### src/rtl/sum_seg_display.sv
// Captures the 5-bit adder result {Overflow,Sum}, splits it into decimal tens/ones
// and scans them onto a 2-digit seven-segment display. OVF_BLINK_EN adds overflow blinking.
module sum_seg_display #(
  parameter int SCAN_BITS      = 16,
  parameter bit SEG_ACTIVE_LOW = 1'b1,
  parameter int BLINK_BITS     = 24
) (
  input  logic       Clk,
  input  logic       Rst,
  input  logic       Load,
  input  logic [3:0] Sum,
  input  logic       Overflow,
  output logic [6:0] Seg,
  output logic       Dp,
  output logic [1:0] An
);

  localparam logic INACT = SEG_ACTIVE_LOW;

  logic [4:0]           val_q, val_d;
  logic [SCAN_BITS-1:0] scan_cnt_q, scan_cnt_d;
  logic                 dig_sel_q, dig_sel_d;
  logic [6:0]           seg_q, seg_d;
  logic                 dp_q, dp_d;
  logic [1:0]           an_q, an_d;

  logic [1:0] tens_w;
  logic [3:0] ones_w;
  logic [6:0] seg_act;
  logic       dp_act;
  logic [1:0] an_act;

  function automatic logic [6:0] seg_code(input logic [3:0] digit);
    case (digit)
      4'd0:    seg_code = 7'h3F;
      4'd1:    seg_code = 7'h06;
      4'd2:    seg_code = 7'h5B;
      4'd3:    seg_code = 7'h4F;
      4'd4:    seg_code = 7'h66;
      4'd5:    seg_code = 7'h6D;
      4'd6:    seg_code = 7'h7D;
      4'd7:    seg_code = 7'h07;
      4'd8:    seg_code = 7'h7F;
      4'd9:    seg_code = 7'h6F;
      default: seg_code = 7'h00;
    endcase
  endfunction

  // 31 is unreachable from the adder but still decodes as tens=3, ones=1.
  always_comb begin
    if (val_q >= 5'd30)      tens_w = 2'd3;
    else if (val_q >= 5'd20) tens_w = 2'd2;
    else if (val_q >= 5'd10) tens_w = 2'd1;
    else                     tens_w = 2'd0;
  end
  assign ones_w = 4'(val_q - 5'd10 * {3'b000, tens_w});

`ifdef OVF_BLINK_EN
  logic [BLINK_BITS-1:0] blink_cnt_q;
  always_ff @(posedge Clk or posedge Rst) begin
    if (Rst) blink_cnt_q <= '0;
    else     blink_cnt_q <= blink_cnt_q + 1'b1;
  end
`else
  logic [31:0] unused_blink_bits;
  assign unused_blink_bits = BLINK_BITS;
`endif

  always_comb begin
    val_d      = Load ? {Overflow, Sum} : val_q;
    scan_cnt_d = scan_cnt_q + 1'b1;
    dig_sel_d  = dig_sel_q ^ (&scan_cnt_q);
    seg_act    = 7'h00;
    dp_act     = 1'b0;
    an_act     = 2'b00;
    if (!dig_sel_q) begin
      an_act  = 2'b01;
      seg_act = seg_code(ones_w);
      dp_act  = val_q[4];
    end else begin
      an_act  = 2'b10;
      seg_act = (tens_w == 2'd0) ? 7'h00 : seg_code({2'b00, tens_w});
    end
`ifdef OVF_BLINK_EN
    if (val_q[4] && blink_cnt_q[BLINK_BITS-1]) begin
      seg_act = 7'h00;
      dp_act  = 1'b0;
    end
`endif
    // Polarity is applied before the output flops so the pins come straight from registers.
    seg_d = seg_act ^ {7{INACT}};
    dp_d  = dp_act ^ INACT;
    an_d  = an_act ^ {2{INACT}};
  end

  always_ff @(posedge Clk or posedge Rst) begin
    if (Rst) begin
      val_q      <= '0;
      scan_cnt_q <= '0;
      dig_sel_q  <= 1'b0;
      seg_q      <= {7{INACT}};
      dp_q       <= INACT;
      an_q       <= {2{INACT}};
    end else begin
      val_q      <= val_d;
      scan_cnt_q <= scan_cnt_d;
      dig_sel_q  <= dig_sel_d;
      seg_q      <= seg_d;
      dp_q       <= dp_d;
      an_q       <= an_d;
    end
  end

  assign Seg = seg_q;
  assign Dp  = dp_q;
  assign An  = an_q;

endmodule

### config.mk
export PLATFORM = sky130hd
export DESIGN_NAME = sum_seg_display
export DESIGN_NICKNAME = d
export VERILOG_FILES = /design/src/rtl/sum_seg_display.sv
export SDC_FILE = /design/constraint.sdc
export NUM_CORES = 1
export LEC_CHECK = 0
export CORE_UTILIZATION = 23
export CTS_BUF_LIST = sky130_fd_sc_hd__clkbuf_4 sky130_fd_sc_hd__clkbuf_8
export DETAILED_ROUTE_END_ITERATION = 10
export PLACE_DENSITY = 0.41
export SETUP_SLACK_MARGIN = 0.3
export SYNTH_ARGS = -nofsm -noshare
export SYNTH_HDL_FRONTEND = slang
export SYNTH_SLANG_ARGS = --single-unit
### constraint.sdc
create_clock -name Clk -period 7.3 [get_ports Clk]
set_clock_uncertainty 0.15 [all_clocks]
set_input_delay 1.825 -clock Clk [delete_from_list [all_inputs] [get_ports Clk]]
set_output_delay 1.825 -clock Clk [all_outputs]
set_load 0.02 [all_outputs]
==> out/metrics.cfg <==
[grt]
overflow = 0
grt_pass1_wl_um = 4816
antenna_found_initial = 0
grt_usage_pct = 9.695
grt_pass1_vias = 1027
grt_max_degree = 33

[clock_network]
clk_root_buffer_cell = clkbuf_8
cts.repair.resized = 0
cts-buffers-inserted = 5
holdBufCountCts = 0
cts_setup_buffers = 0
clockBufferDepth = 2
h-tree-depth = 2
tritoncts = done
cts_sinks = 32
insertion_delay_ns = 0.28
clkTransAtPathRegs_ns = 0.06

[finish]
final_util_pct = 29.37
nets = 170
fin_cells = 232
mostFrequentLayoutCell = dfrtp_1
syn2layout_area_growth_pct = 24.02
layout-drive-gt1-share_pct = 14.84
final_cell_mix = dfrtp_1, clkdlybuf4s50_1, xnor2_1
diodes = 0

[worst_setup_path]
path_cells = clkdlybuf4s50_1
cpLargestDelayFamily = buffers and inverters
end_kind = output port
slowest_delay_ns = 0.60
critPathMaxFanout = 1
critical_path_required_ns = 5.33
cp.depth = 1
cp_slowest_cell = clkdlybuf4s50_1
crit_buf_inv = 1
rr_worst_depth = 8
critPathLaunchType = flop
path_class = reg -> out
worst-endpoint-arrival_ns = 1.39

[detailed_routing]
num_vias = 999
drt_iter0_markers = 60
avgViaCountPerCell = 4.306
totalWireLength_um = 2732
drc = 0
routedWlPerCell_um = 11.78
dr.pass1.iters = 4
ant_nets = 0

[power_and_ir_drop]
power_density_nw_per_um2 = 268.6
ir_worst_vdd_mv = 0.08177
p_leak_nw = 0.7859
power.total_mw = 0.4981

[floorplan]
core_um2 = 6314
rows = 29
start_util_pct = 23.68
die_h_um = 82.63
ios = 18
die_w_um = 82.63
dieArea_um2 = 6827

[placement]
portBuffers = 17
place_hpwl_um = 2010
gp_congestion = 0.6986
dp_cells = 224
preCtsSetupSlack_ns = 4.223

[timing]
worst_slew_pin_slew_ns = 0.3993
slew_headroom_pct = 73.38
grt_setup_unrepaired = false
fmax_mhz = 297.0
finalMaxSlewViolations = 0
timing.final.crit_share_pct = 46.13
timing.setup.tns_ns = 0
finalHoldViolCount = 0
setup_viol = 0
period_minus_slack_ns = 3.367
final.setup.worst_slack_ns = 3.933

[synthesis]
ys_ff_latch = 32
syn_area_per_cell_um2 = 11.33
synth_area_um2 = 1495
yosys_warnings = 0
synth.distinct_cells = 32
netlist_instances = 132
ys_seq_area_share_pct = 54.39
synth_nets = 148

[run_status]
status = finished clean

[hold_path]
hold_class = reg -> reg
whs_path_depth = 1

[job]
drv_cap = 0

-- metal layers --
metal	share of wire, %	vias to the layer above	global-route usage (%)
met5	0	-	0
met4	1.7	0	3.621
met3	2.9	7	3.297
met2	50	16	16.61
met1	45	488	11.15
li1	-	488	-
-- worst reg2reg max path, delay by kind of cell, from the launching register on --
kind	cells	cell delay [ns]
adder cells (fa/ha/maj)	3	1.13
AO/OA/AOI/OAI	2	0.61
AND/OR/NAND/NOR	2	0.41
flip-flops	1	0.38
buffers and inverters	1	0.09
-- stage by stage --
step	cell area, um^2	hold WS (ns)
after floorplan	1495	0.2028
after global placement	1757	0.3070
after global routing	1854	0.3309
final	1854	0.3030
after detailed placement	1757	0.2914
after CTS	1854	0.3080
-- final timing paths --
path | start | to | slack, ns
setup / recovery | Dp$_DFF_PP1_ | Dp | 3.93
hold / removal | val_q[4]$_DFFE_PP0P_ | Dp$_DFF_PP1_ | 0.30
setup reg to reg | val_q[4]$_DFFE_PP0P_ | Seg[2]$_DFF_PP1_ | 4.41
hold reg to reg | val_q[4]$_DFFE_PP0P_ | Dp$_DFF_PP1_ | 0.30
max in group asynchronous | Rst | An[0]$_DFF_PP1_ | 4.89
min in group asynchronous | Rst | scan_cnt_q[2]$_DFF_PP0_ | 1.78
-- power by group --
part,internal [mW],switching [mW],total (mW)
Sequential,0.210,0.00719,0.217
Combinational,0.0635,0.0707,0.134
Clock,0.0843,0.0626,0.147
Total,0.358,0.140,0.498
-- Yosys cell counts --
cell,instances,share of area (%)
a211oi_1,2,1.0
a21oi_1,3,1.0
a22o_1,1,0.59
and2b_2,1,0.59
and3_1,2,0.84
and4_1,2,1.2
clkbuf_1,2,0.50
clkbuf_2,1,0.33
dfrtp_1,22,37
dfstp_2,10,18
fa_1,1,1.3
ha_1,7,5.9
inv_1,10,2.5
maj3_1,1,0.67
maj3_4,1,0.92
mux2_2,1,0.75
nand2_1,11,2.8
nand2b_1,1,0.42
nand3_1,8,2.7
nand4_1,4,1.7
nor2_1,4,1.0
nor2b_1,4,1.7
nor3_1,2,0.67
nor3b_1,1,0.50
o21ai_0,7,2.3
o21ai_1,1,0.33
o22ai_1,1,0.42
o31ai_1,4,2.0
or2_1,1,0.42
xnor2_1,13,7.6
xnor2_4,1,1.8
xor2_1,2,1.2
-- area by class of cell --
cell class              count  area, um^2
clock buffers               8       97.59
fillers                   665        4459
inverters                  10       37.54
flip-flops and latches     32       813.3
repair buffers             18       177.7
well taps                  77       96.34
multi-input cells          87       631.9
-- sequential cells by signal, indices dropped and copies added (netlist names) --
name / count
Dp: 1
dig_sel_q: 1
Seg: 7
An: 2
val_q: 5
scan_cnt_q: 16
-- kinds of logic (layout without fill, tap and decap cells) --
| logic type | count (synthesis) | in the layout | synth area share (%) |
|---|---|---|---|
| buffers and inverters | 13 | 36 | 3.347 |
| multiplexers | 1 | 1 | 0.7531 |
| AND/OR/NAND/NOR | 41 | 41 | 14.39 |
| XOR/XNOR | 16 | 16 | 10.63 |
| AO/OA/AOI/OAI | 19 | 19 | 7.698 |
| adder cells (fa/ha/maj) | 10 | 10 | 8.786 |
| flip-flops | 32 | 32 | 54.39 |
Power figures use the tool's default switching activity.
==> edit: new RTL, config.mk and constraints unchanged <==
Build with the macro `OVF_BLINK_EN` defined.
--- a/src/rtl/sum_seg_display.sv
+++ b/src/rtl/sum_seg_display.sv
@@ -1,4 +1,6 @@
 // Captures the 5-bit adder result {Overflow,Sum}, splits it into decimal tens/ones
 // and scans them onto a 2-digit seven-segment display. OVF_BLINK_EN adds overflow blinking.
+`define OVF_BLINK_EN
+
 module sum_seg_display #(
   parameter int SCAN_BITS      = 16,
Behaviour: no difference found for any inputs over 10 cycles, from zero or initial values and one cycle with Rst high; that may be too few to reach the edited logic, so the function may still have changed.
==> edit against the unedited design <==
Sequential cell count grew 24; total power up 35%; critical path depth is the same; synthesized area is 69% higher; cell area up 59%; clock power rose by 19%; worst setup slack worse by 0.039 ns; routed wire length up 56%; critical path type unchanged; critical endpoint is now Seg[5]; largest power group unchanged.
==> edit: results <==
power_and_ir_drop:
  irDropWorstVdd_mv: 0.0781
  power.static_leakage_nw: 1.28
  total_internal_power_mw: 0.487
detailed_routing:
  avgRoutedWirePerCell_um: 11.4
  drtIter0Drc: 72
worst_setup_path:
  r2r_cells: 7
  cp-startpoint: "Seg[5]$_DFF_PP1_"
  setup.reg_to_reg.worst_slack_ns: 4.50
logic_synthesis:
  netlist-cell-type-count: 41
  netlist_top_cells_count: "sky130_fd_sc_hd__dfrtp_1 (46), sky130_fd_sc_hd__xnor2_1 (30), sky130_fd_sc_hd__nand2_1 (16), sky130_fd_sc_hd__nand3_1 (16), sky130_fd_sc_hd__inv_1 (13)"
  postSynthAreaPerCell_um2: 11.8
  adder_and_majority_gate_portion_of_the_synthesized_area_pct: 5.59
cells_and_area:
  final.clkbuf_count: 7
  finish.net_count: 253
  final-clk-cell-share_pct: 3.13
  final-nonclk-buf-share_pct: 6.01
  largest_register_ffs: 24
  multi_input_comb_cells: 142
  layout-drive-gt1-share_pct: 12.2
  multi_input_area_share_pct: 35.6
  non_clock_inverter_total_of_the_final_layout: 13
sta:
  max_clock_freq_mhz: 294
  worstMarginPinSlew_ns: 0.707
worst_hold_path:
  worst_hold_path.endpoint: "scan_cnt_q[0]$_DFF_PP0_"
  worst_hold_startpoint: "scan_cnt_q[0]$_DFF_PP0_"
clock_tree:
  clk_pin_slew_worst_paths_ns: 0.10
run_status:
  run_status: "finished clean"
place:
  hpwl_mm: 2.99
global_routing:
  grt_max_degree: 57
  grtUsageTotal_pct: 8.72
[edit: stage by stage]
stage | area, µm² | hold WS (ns) | total power [mW]
3_5_place_dp | 2860 | 0.298 | 0.506
2_1_floorplan | 2530 | 0.203 | 0.449
5_1_grt | 2960 | 0.320 | 0.713
3_3_place_gp | 2860 | 0.294 | 0.507
4_1_cts | 2960 | 0.312 | 0.688
6_report | 2960 | 0.308 | 0.672
[edit: metal layers]
layer / track usage, % / part of all wire, % / vias to the layer above
li1: - / - / 768
met1: 12.3 / 51 / 755
met2: 12.8 / 44 / 16
met3: 2.01 / 2.7 / 6
met4: 3.52 / 2.0 / 0
met5: 0 / 0 / -
[edit: kinds of logic after synthesis]
logic type | Yosys count
adder cells (fa/ha/maj) | 11
AO/OA/AOI/OAI | 22
buffers and inverters | 16
multiplexers | 1
flip-flops | 56
XOR/XNOR | 39
AND/OR/NAND/NOR | 69
